File: src/rtl/playfield_writer_pkg.sv
// Shared definitions for the playfield writer: register map, STATUS layout and
// the fill sequencer state encoding.
package playfield_writer_pkg;

    localparam logic [1:0] REG_CURSOR = 2'd0;
    localparam logic [1:0] REG_DATA   = 2'd1;
    localparam logic [1:0] REG_FILL   = 2'd2;
    localparam logic [1:0] REG_STATUS = 2'd3;

    localparam int ST_OVERFLOW  = 7;
    localparam int ST_BUSY      = 6;
    localparam int ST_FULL      = 5;
    localparam int ST_EMPTY     = 4;
    localparam int ST_LEVEL_LSB = 0;

    localparam int ADDR_W  = 10;
    localparam int TILE_W  = 8;
    localparam int ENTRY_W = ADDR_W + TILE_W;

    typedef enum logic {
        S_IDLE = 1'b0,
        S_FILL = 1'b1
    } fill_state_t;

    function automatic logic [11:0] pack_status(input logic ovf, input logic busy,
                                                input logic full, input logic empty,
                                                input logic [3:0] level);
        return {4'b0000, ovf, busy, full, empty, level};
    endfunction

endpackage

File: src/rtl/playfield_writer_if.sv
// CPU register bus seen by the playfield writer.
interface playfield_writer_if;

    logic        io_sel;
    logic        io_write;
    logic [1:0]  io_reg;
    logic [11:0] io_wr_data;
    logic [11:0] io_rd_data;

    modport master (output io_sel, io_write, io_reg, io_wr_data, input io_rd_data);
    modport slave  (input io_sel, io_write, io_reg, io_wr_data, output io_rd_data);

endinterface

File: src/rtl/playfield_writer_fifo.sv
// Pending playfield writes; first-word-fall-through read, caller guarantees
// no push when full without a pop and no pop when empty.
module pf_write_fifo #(
    parameter int DEPTH = 8,
    parameter int WIDTH = 18,
    localparam int AW   = $clog2(DEPTH),
    localparam int LW   = AW + 1
) (
    input  logic             clk,
    input  logic             rst,
    input  logic             push,
    input  logic [WIDTH-1:0] push_data,
    input  logic             pop,
    output logic [WIDTH-1:0] pop_data,
    output logic             full,
    output logic             empty,
    output logic [LW-1:0]    level
);

    logic [WIDTH-1:0] mem [DEPTH];
    logic [AW-1:0]    wptr;
    logic [AW-1:0]    rptr;

    always_ff @(posedge clk or posedge rst) begin
        if (rst) begin
            wptr  <= '0;
            rptr  <= '0;
            level <= '0;
        end else begin
            if (push) wptr <= wptr + 1'b1;
            if (pop)  rptr <= rptr + 1'b1;
            case ({push, pop})
                2'b10:   level <= level + 1'b1;
                2'b01:   level <= level - 1'b1;
                default: level <= level;
            endcase
        end
    end

    // Storage carries no reset; only the pointers define what is valid.
    always_ff @(posedge clk) begin
        if (push) mem[wptr] <= push_data;
    end

    assign pop_data = mem[rptr];
    assign full     = (level == LW'(DEPTH));
    assign empty    = (level == '0);

endmodule

File: src/rtl/playfield_writer.sv
// CPU-facing playfield writer: register file, fill sequencer and a write FIFO
// that drains into playfield RAM only during blanking.
module playfield_writer
    import playfield_writer_pkg::*;
#(
    parameter int FIFO_DEPTH = 8
) (
    input  logic                i_Clk,
    input  logic                reset,
    playfield_writer_if.slave   bus,
    input  logic                blank,
    output logic                pf_write,
    output logic [ADDR_W-1:0]   pf_write_addr,
    output logic [TILE_W-1:0]   pf_wr_data
);

    localparam int LW = $clog2(FIFO_DEPTH) + 1;

    fill_state_t        state;
    fill_state_t        state_nxt;
    logic [ADDR_W-1:0]  cursor;
    logic [ADDR_W-1:0]  fill_count;
    logic [TILE_W-1:0]  last_data;
    logic               overflow;

    logic               wr, wr_cursor, wr_data, wr_fill, wr_status;
    logic               cpu_push, fill_push, push, pop, set_ovf;
    logic               full, empty, busy;
    logic [LW-1:0]      level;
    logic [ENTRY_W-1:0] push_entry, pop_entry;
    logic               unused_bits;

    assign wr        = bus.io_sel & bus.io_write;
    assign wr_cursor = wr && (bus.io_reg == REG_CURSOR);
    assign wr_data   = wr && (bus.io_reg == REG_DATA);
    assign wr_fill   = wr && (bus.io_reg == REG_FILL);
    assign wr_status = wr && (bus.io_reg == REG_STATUS);
    assign pop       = blank & ~empty;
    assign busy      = (state == S_FILL) | ~empty;
    assign unused_bits = ^bus.io_wr_data[11:10];

    always_ff @(posedge i_Clk or posedge reset) begin
        if (reset) state <= S_IDLE;
        else       state <= state_nxt;
    end

    // A full FIFO still takes a CPU push when the same cycle pops; the fill
    // sequencer instead just waits for room.
    always_comb begin
        state_nxt = state;
        cpu_push  = 1'b0;
        fill_push = 1'b0;
        set_ovf   = 1'b0;
        case (state)
            S_IDLE: begin
                cpu_push = wr_data & (~full | pop);
                set_ovf  = wr_data & ~cpu_push;
                if (wr_fill && (bus.io_wr_data[ADDR_W-1:0] != '0)) state_nxt = S_FILL;
            end
            S_FILL: begin
                fill_push = ~full;
                set_ovf   = wr_data | wr_cursor | wr_fill;
                if (fill_push && (fill_count == 10'd1)) state_nxt = S_IDLE;
            end
            default: state_nxt = S_IDLE;
        endcase
        push       = cpu_push | fill_push;
        push_entry = {cursor, cpu_push ? bus.io_wr_data[TILE_W-1:0] : last_data};
    end

    always_ff @(posedge i_Clk or posedge reset) begin
        if (reset) begin
            cursor     <= '0;
            fill_count <= '0;
            last_data  <= '0;
            overflow   <= 1'b0;
        end else begin
            if (push)
                cursor <= cursor + 10'd1;
            else if (state == S_IDLE && wr_cursor)
                cursor <= bus.io_wr_data[ADDR_W-1:0];
            if (state == S_IDLE && wr_data)
                last_data <= bus.io_wr_data[TILE_W-1:0];
            if (state == S_IDLE && wr_fill)
                fill_count <= bus.io_wr_data[ADDR_W-1:0];
            else if (fill_push)
                fill_count <= fill_count - 10'd1;
            if (set_ovf)
                overflow <= 1'b1;
            else if (wr_status && bus.io_wr_data[0])
                overflow <= 1'b0;
        end
    end

    pf_write_fifo #(.DEPTH(FIFO_DEPTH), .WIDTH(ENTRY_W)) u_fifo (
        .clk       (i_Clk),
        .rst       (reset),
        .push      (push),
        .push_data (push_entry),
        .pop       (pop),
        .pop_data  (pop_entry),
        .full      (full),
        .empty     (empty),
        .level     (level)
    );

    always_ff @(posedge i_Clk or posedge reset) begin
        if (reset) begin
            pf_write      <= 1'b0;
            pf_write_addr <= '0;
            pf_wr_data    <= '0;
        end else begin
            pf_write <= pop;
            if (pop) {pf_write_addr, pf_wr_data} <= pop_entry;
        end
    end

    always_comb begin
        bus.io_rd_data = '0;
        if (bus.io_sel) begin
            case (bus.io_reg)
                REG_CURSOR: bus.io_rd_data = {2'b00, cursor};
                REG_DATA:   bus.io_rd_data = {4'b0000, last_data};
                REG_FILL:   bus.io_rd_data = {2'b00, fill_count};
                default:    bus.io_rd_data = pack_status(overflow, busy, full, empty, 4'(level));
            endcase
        end
    end

endmodule

File: src/flat_wrapper.sv
// flat-port wrapper written by rule: the top's interface ports become plain ports
module playfield_writer_flat import playfield_writer_pkg::*;
#(
    parameter int FIFO_DEPTH = 8
)
  (i_Clk, reset, blank, pf_write, pf_write_addr, pf_wr_data, bus_io_sel, bus_io_write, bus_io_reg, bus_io_wr_data, bus_io_rd_data);
  playfield_writer_if bus_i ();
  input  logic i_Clk;
  input  logic reset;
  input  logic blank;
  output logic pf_write;
  output logic [ADDR_W-1:0] pf_write_addr;
  output logic [TILE_W-1:0] pf_wr_data;
  input wire logic [$bits(bus_i.io_sel)-1:0] bus_io_sel;
  input wire logic [$bits(bus_i.io_write)-1:0] bus_io_write;
  input wire logic [$bits(bus_i.io_reg)-1:0] bus_io_reg;
  input wire logic [$bits(bus_i.io_wr_data)-1:0] bus_io_wr_data;
  output wire logic [$bits(bus_i.io_rd_data)-1:0] bus_io_rd_data;
  assign bus_i.io_sel = bus_io_sel;
  assign bus_i.io_write = bus_io_write;
  assign bus_i.io_reg = bus_io_reg;
  assign bus_i.io_wr_data = bus_io_wr_data;
  assign bus_io_rd_data = bus_i.io_rd_data;
  playfield_writer #(.FIFO_DEPTH(FIFO_DEPTH)) u_core (.i_Clk(i_Clk), .reset(reset), .bus(bus_i), .blank(blank), .pf_write(pf_write), .pf_write_addr(pf_write_addr), .pf_wr_data(pf_wr_data));
endmodule
File: config.mk
export PLATFORM = sky130hd
export DESIGN_NAME = playfield_writer_flat
export DESIGN_NICKNAME = d
export VERILOG_FILES = /design/src/rtl/playfield_writer_pkg.sv /design/src/rtl/playfield_writer_if.sv /design/src/rtl/playfield_writer_fifo.sv /design/src/rtl/playfield_writer.sv /design/src/flat_wrapper.sv
export SDC_FILE = /design/constraint.sdc
export NUM_CORES = 1
export LEC_CHECK = 0
export CORE_AREA = 2 2 126 128
export DETAILED_ROUTE_END_ITERATION = 10
export DIE_AREA = 0 0 128 130
export HOLD_SLACK_MARGIN = 0.06
export PLACE_DENSITY = 0.74
export REMOVE_ABC_BUFFERS = 1
export SLEW_MARGIN = 20
export SYNTH_ARGS = -nofsm -noshare
export SYNTH_HDL_FRONTEND = slang
export SYNTH_SLANG_ARGS = --single-unit
export TNS_END_PERCENT = 50
File: constraint.sdc
create_clock -name i_Clk -period 8.8 [get_ports i_Clk]
set_clock_uncertainty 0.05 [all_clocks]
set_input_delay 1.76 -clock i_Clk [delete_from_list [all_inputs] [get_ports i_Clk]]
set_output_delay 1.76 -clock i_Clk [all_outputs]
set_load 0.1 [all_outputs]
==> flow_metrics.env <==
export IMPL_n_antenna_cell=0
export IMPL_area_growth_syn_to_layout_pct=15.6
export IMPL_place_hpwl_mm=11.1
export IMPL_h_tree_depth=1
export IMPL_die_area_um2=16600
export IMPL_synth_top_area_share_pct=49.7
export IMPL_grt_pass1_wl_mm=27.7
export IMPL_numCtsBuffers=21
export IMPL_tritoncts="done"
export IMPL_period_minus_slack_ps=6350
export IMPL_gr_usage_all_layers_pct=22.2
export IMPL_power_frac_comb_pct=37.2
export IMPL_maxCapViolCount=0
export IMPL_fin_nets=608
export IMPL_fmax_mhz=158
export IMPL_wl_mm=18.0
export IMPL_grt_max_degree=60
export IMPL_synth_top_cell_by_area="edfxtp_1"
export IMPL_fillers=1069
export IMPL_final_max_slew_violation_count=0
export IMPL_postCtsSetupRepairBufs=0
export IMPL_die_w_um=128
export IMPL_drt_initial_drc_count=442
export IMPL_clock_sinks=203
export IMPL_synthDistinctLibCells=58
export IMPL_syn_cell_area_um2=8690
export IMPL_num_rows=46
export IMPL_worst_pin_slew_ps=978
export IMPL_first_pass_iters=5
export IMPL_swShare_pct=38.0
export IMPL_worstPathMaxFanout=18
export IMPL_io_pins=50
export IMPL_rsz0062_at_grt="no"
export IMPL_root_buffer="clkbuf_16"
export IMPL_synth_main_ff_cell="edfxtp_1"
export IMPL_min_from="u_core.pf_write_addr[7]"
export IMPL_p_seq_share_pct=41.2
export IMPL_p_leak_uw=0.00361
export IMPL_outcome="finished, final reports clean"
export IMPL_critPathCaptureType="primary output"
export IMPL_yosysMostFrequentCell="edfxtp_1"
export IMPL_finalSetupTns_ps=0
export IMPL_grt_antenna_before_repair=0
export IMPL_num_vias=4872
export IMPL_path_clk_slew_ps=60
export IMPL_hp_class="reg -> reg"
export IMPL_die_height_um=130
export IMPL_gp_congestion=0.909
export IMPL_ys_async_sr_fraction_pct=29.1
export IMPL_core_area_um2=15400
export IMPL_p_int_uw=2480
export IMPL_vdd_drop_max_mv=0.234
export IMPL_drtAntennaViolNets=0
export IMPL_yosys_register_bits=203
export IMPL_first_global_vias=4840
export IMPL_syn_instance_count=530
export IMPL_power_switching_uw=1520
export IMPL_synth_common_cells="144 x edfxtp_1, 59 x dfrtp_1, 43 x mux4_2, 39 x nand2_1, 28 x o21ai_0"
export IMPL_vias_per_cell=6.18
export IMPL_crit_start="bus_io_reg[1]"
export IMPL_post_route_util_pct=65.2
export IMPL_yosys_top_cells_area="edfxtp_1 50%, dfrtp_1 17%, mux4_2 11%"
export IMPL_io_buffers=45
export IMPL_wire_per_inst_um=22.8
export IMPL_period_share_pct=72.1
export IMPL_clock_latency_ps=490
export IMPL_ctsHoldBuffers=0
export IMPL_start_util_pct=56.4
export IMPL_regToRegStartpoint="u_core.u_fifo.level[2]"
export IMPL_report_final_setup_viol=0
export IMPL_drive_gt1_share_pct=20.6
export IMPL_relSlewSlack_pct=34.6
export IMPL_path_class="in -> out"
export IMPL_ys_warn_count=0
export IMPL_power_density_nw_per_um2=397
export IMPL_hold_violations=0
export IMPL_startpoint_type="input port"
export IMPL_ctsResizeCount=0
export IMPL_pwr_share_clk_pct=21.6
export IMPL_crit_arrival_ps=4540
export IMPL_drc_errors=0
export IMPL_synth_seq_area_share_pct=66.7
export IMPL_cp_required_ps=6990
export IMPL_clockBufferDepth=3
export IMPL_avgSynthCellArea_um2=16.4
export IMPL_grt_remaining_overflow=0
export IMPL_synth_edf_count=144
power by group through the flow:
stage | sequential (µW) | clock, µW | combinational (µW)
finish | 1650 | 862 | 1490
global route | 1680 | 914 | 1590
CTS | 1640 | 878 | 1500
detailed placement | 1660 | 0 | 1490
global placement | 1630 | 0 | 1460
floorplan | 1950 | 0 | 760
final cells by class:
class                   instances  area [µm²]  share of cell area [%]
repair buffers                 59         556                    5.53
flip-flops and latches        203        5800                    57.7
clock buffers                  30         579                    5.76
inverters                       7        26.3                   0.261
multi-input cells             289        2760                    27.4
clock inverters                 8        92.6                   0.921
well taps                     192         240                    2.39
final timing paths:
kind | cells after the start | slack [ps] | endpoint
min | 2 | 430 | u_core.pf_write_addr[7]
max | 4 | 2450 | bus_io_rd_data[0]
min reg2reg | 2 | 430 | u_core.pf_write_addr[7]
max in group asynchronous | 3 | 6350 | u_core.u_fifo.rptr[0]
min in group asynchronous | 3 | 1780 | u_core.u_fifo.level[1]
max reg2reg | 10 | 5590 | u_core.u_fifo.level[2]
state kept, by name, summed over array words and instances (netlist names):
signal and flops:
u_core.state 1, u_core.u_fifo.wptr 3, u_core.u_fifo.mem 144, u_core.u_fifo.level 4, u_core.cursor 10, u_core.last_data 8
u_core.pf_write 1, u_core.pf_write_addr 10, u_core.fill_count 10, u_core.u_fifo.rptr 3, u_core.pf_wr_data 8, u_core.overflow 1
placed cells by master, fill, tap and decap left out, types with 4 or more instances in the layout:
| master | n |
|---|---|
| xnor2_1 | 5 |
| mux2_2 | 17 |
| ha_1 | 8 |
| edfxtp_1 | 144 |
| xor2_1 | 5 |
| and2_1 | 8 |
| nor2_1 | 11 |
| mux4_2 | 43 |
| dfrtp_1 | 58 |
| nor3_1 | 9 |
| clkbuf_1 | 7 |
| clkbuf_16 | 21 |
| nor4_1 | 7 |
| nand2_1 | 39 |
| clkinv_2 | 4 |
| a21oi_1 | 4 |
| clkdlybuf4s50_1 | 45 |
| buf_4 | 14 |
| o21ai_0 | 28 |
| a221o_1 | 11 |
| mux2i_1 | 25 |
| nand3_1 | 12 |
| inv_1 | 5 |
critical path, stage by stage:
cell             delay [ps]
clkdlybuf4s50_1        1030
mux4_2                  610
and2_1                  170
clkdlybuf4s50_1         960
layer usage:
layer  vias to the layer above  track usage, %  routed length, µm
met5                         -               0                  0
met4                         0            7.76                497
met3                        36            2.87                843
met2                       160            37.0               8880
met1                      2483            30.8               7780
li1                       2193               -                  -
per-stage QoR:
| step | area [µm²] | cells | hold slack, ps | total power [µW] | setup WS, ps |
|---|---|---|---|---|---|
| floorplan | 8540 | 499 | 409 | 2710 | 3770 |
| global placement | 9380 | 750 | 411 | 3090 | 2480 |
| detailed placement | 9380 | 750 | 419 | 3150 | 2450 |
| CTS | 10100 | 788 | 432 | 4020 | 2430 |
| global route | 10100 | 788 | 463 | 4190 | 2330 |
| finish | 10100 | 788 | 427 | 4000 | 2450 |
logic make-up (layout without fill, tap and decap cells):
logic type	count (synthesis)	in the layout	synth area share (%)
muxes	87	87	16.6
buffers and inverters	39	104	2.06
other	1	2	0.0431
AOI/OAI and AO/OA	64	64	5.31
xor gates and xnor gates	10	10	1.01
and+or+nand+nor	118	118	7.14
DFF	203	203	66.7
adders and majority gates	8	8	1.15
No activity file was read; power rests on OpenSTA's default activity.
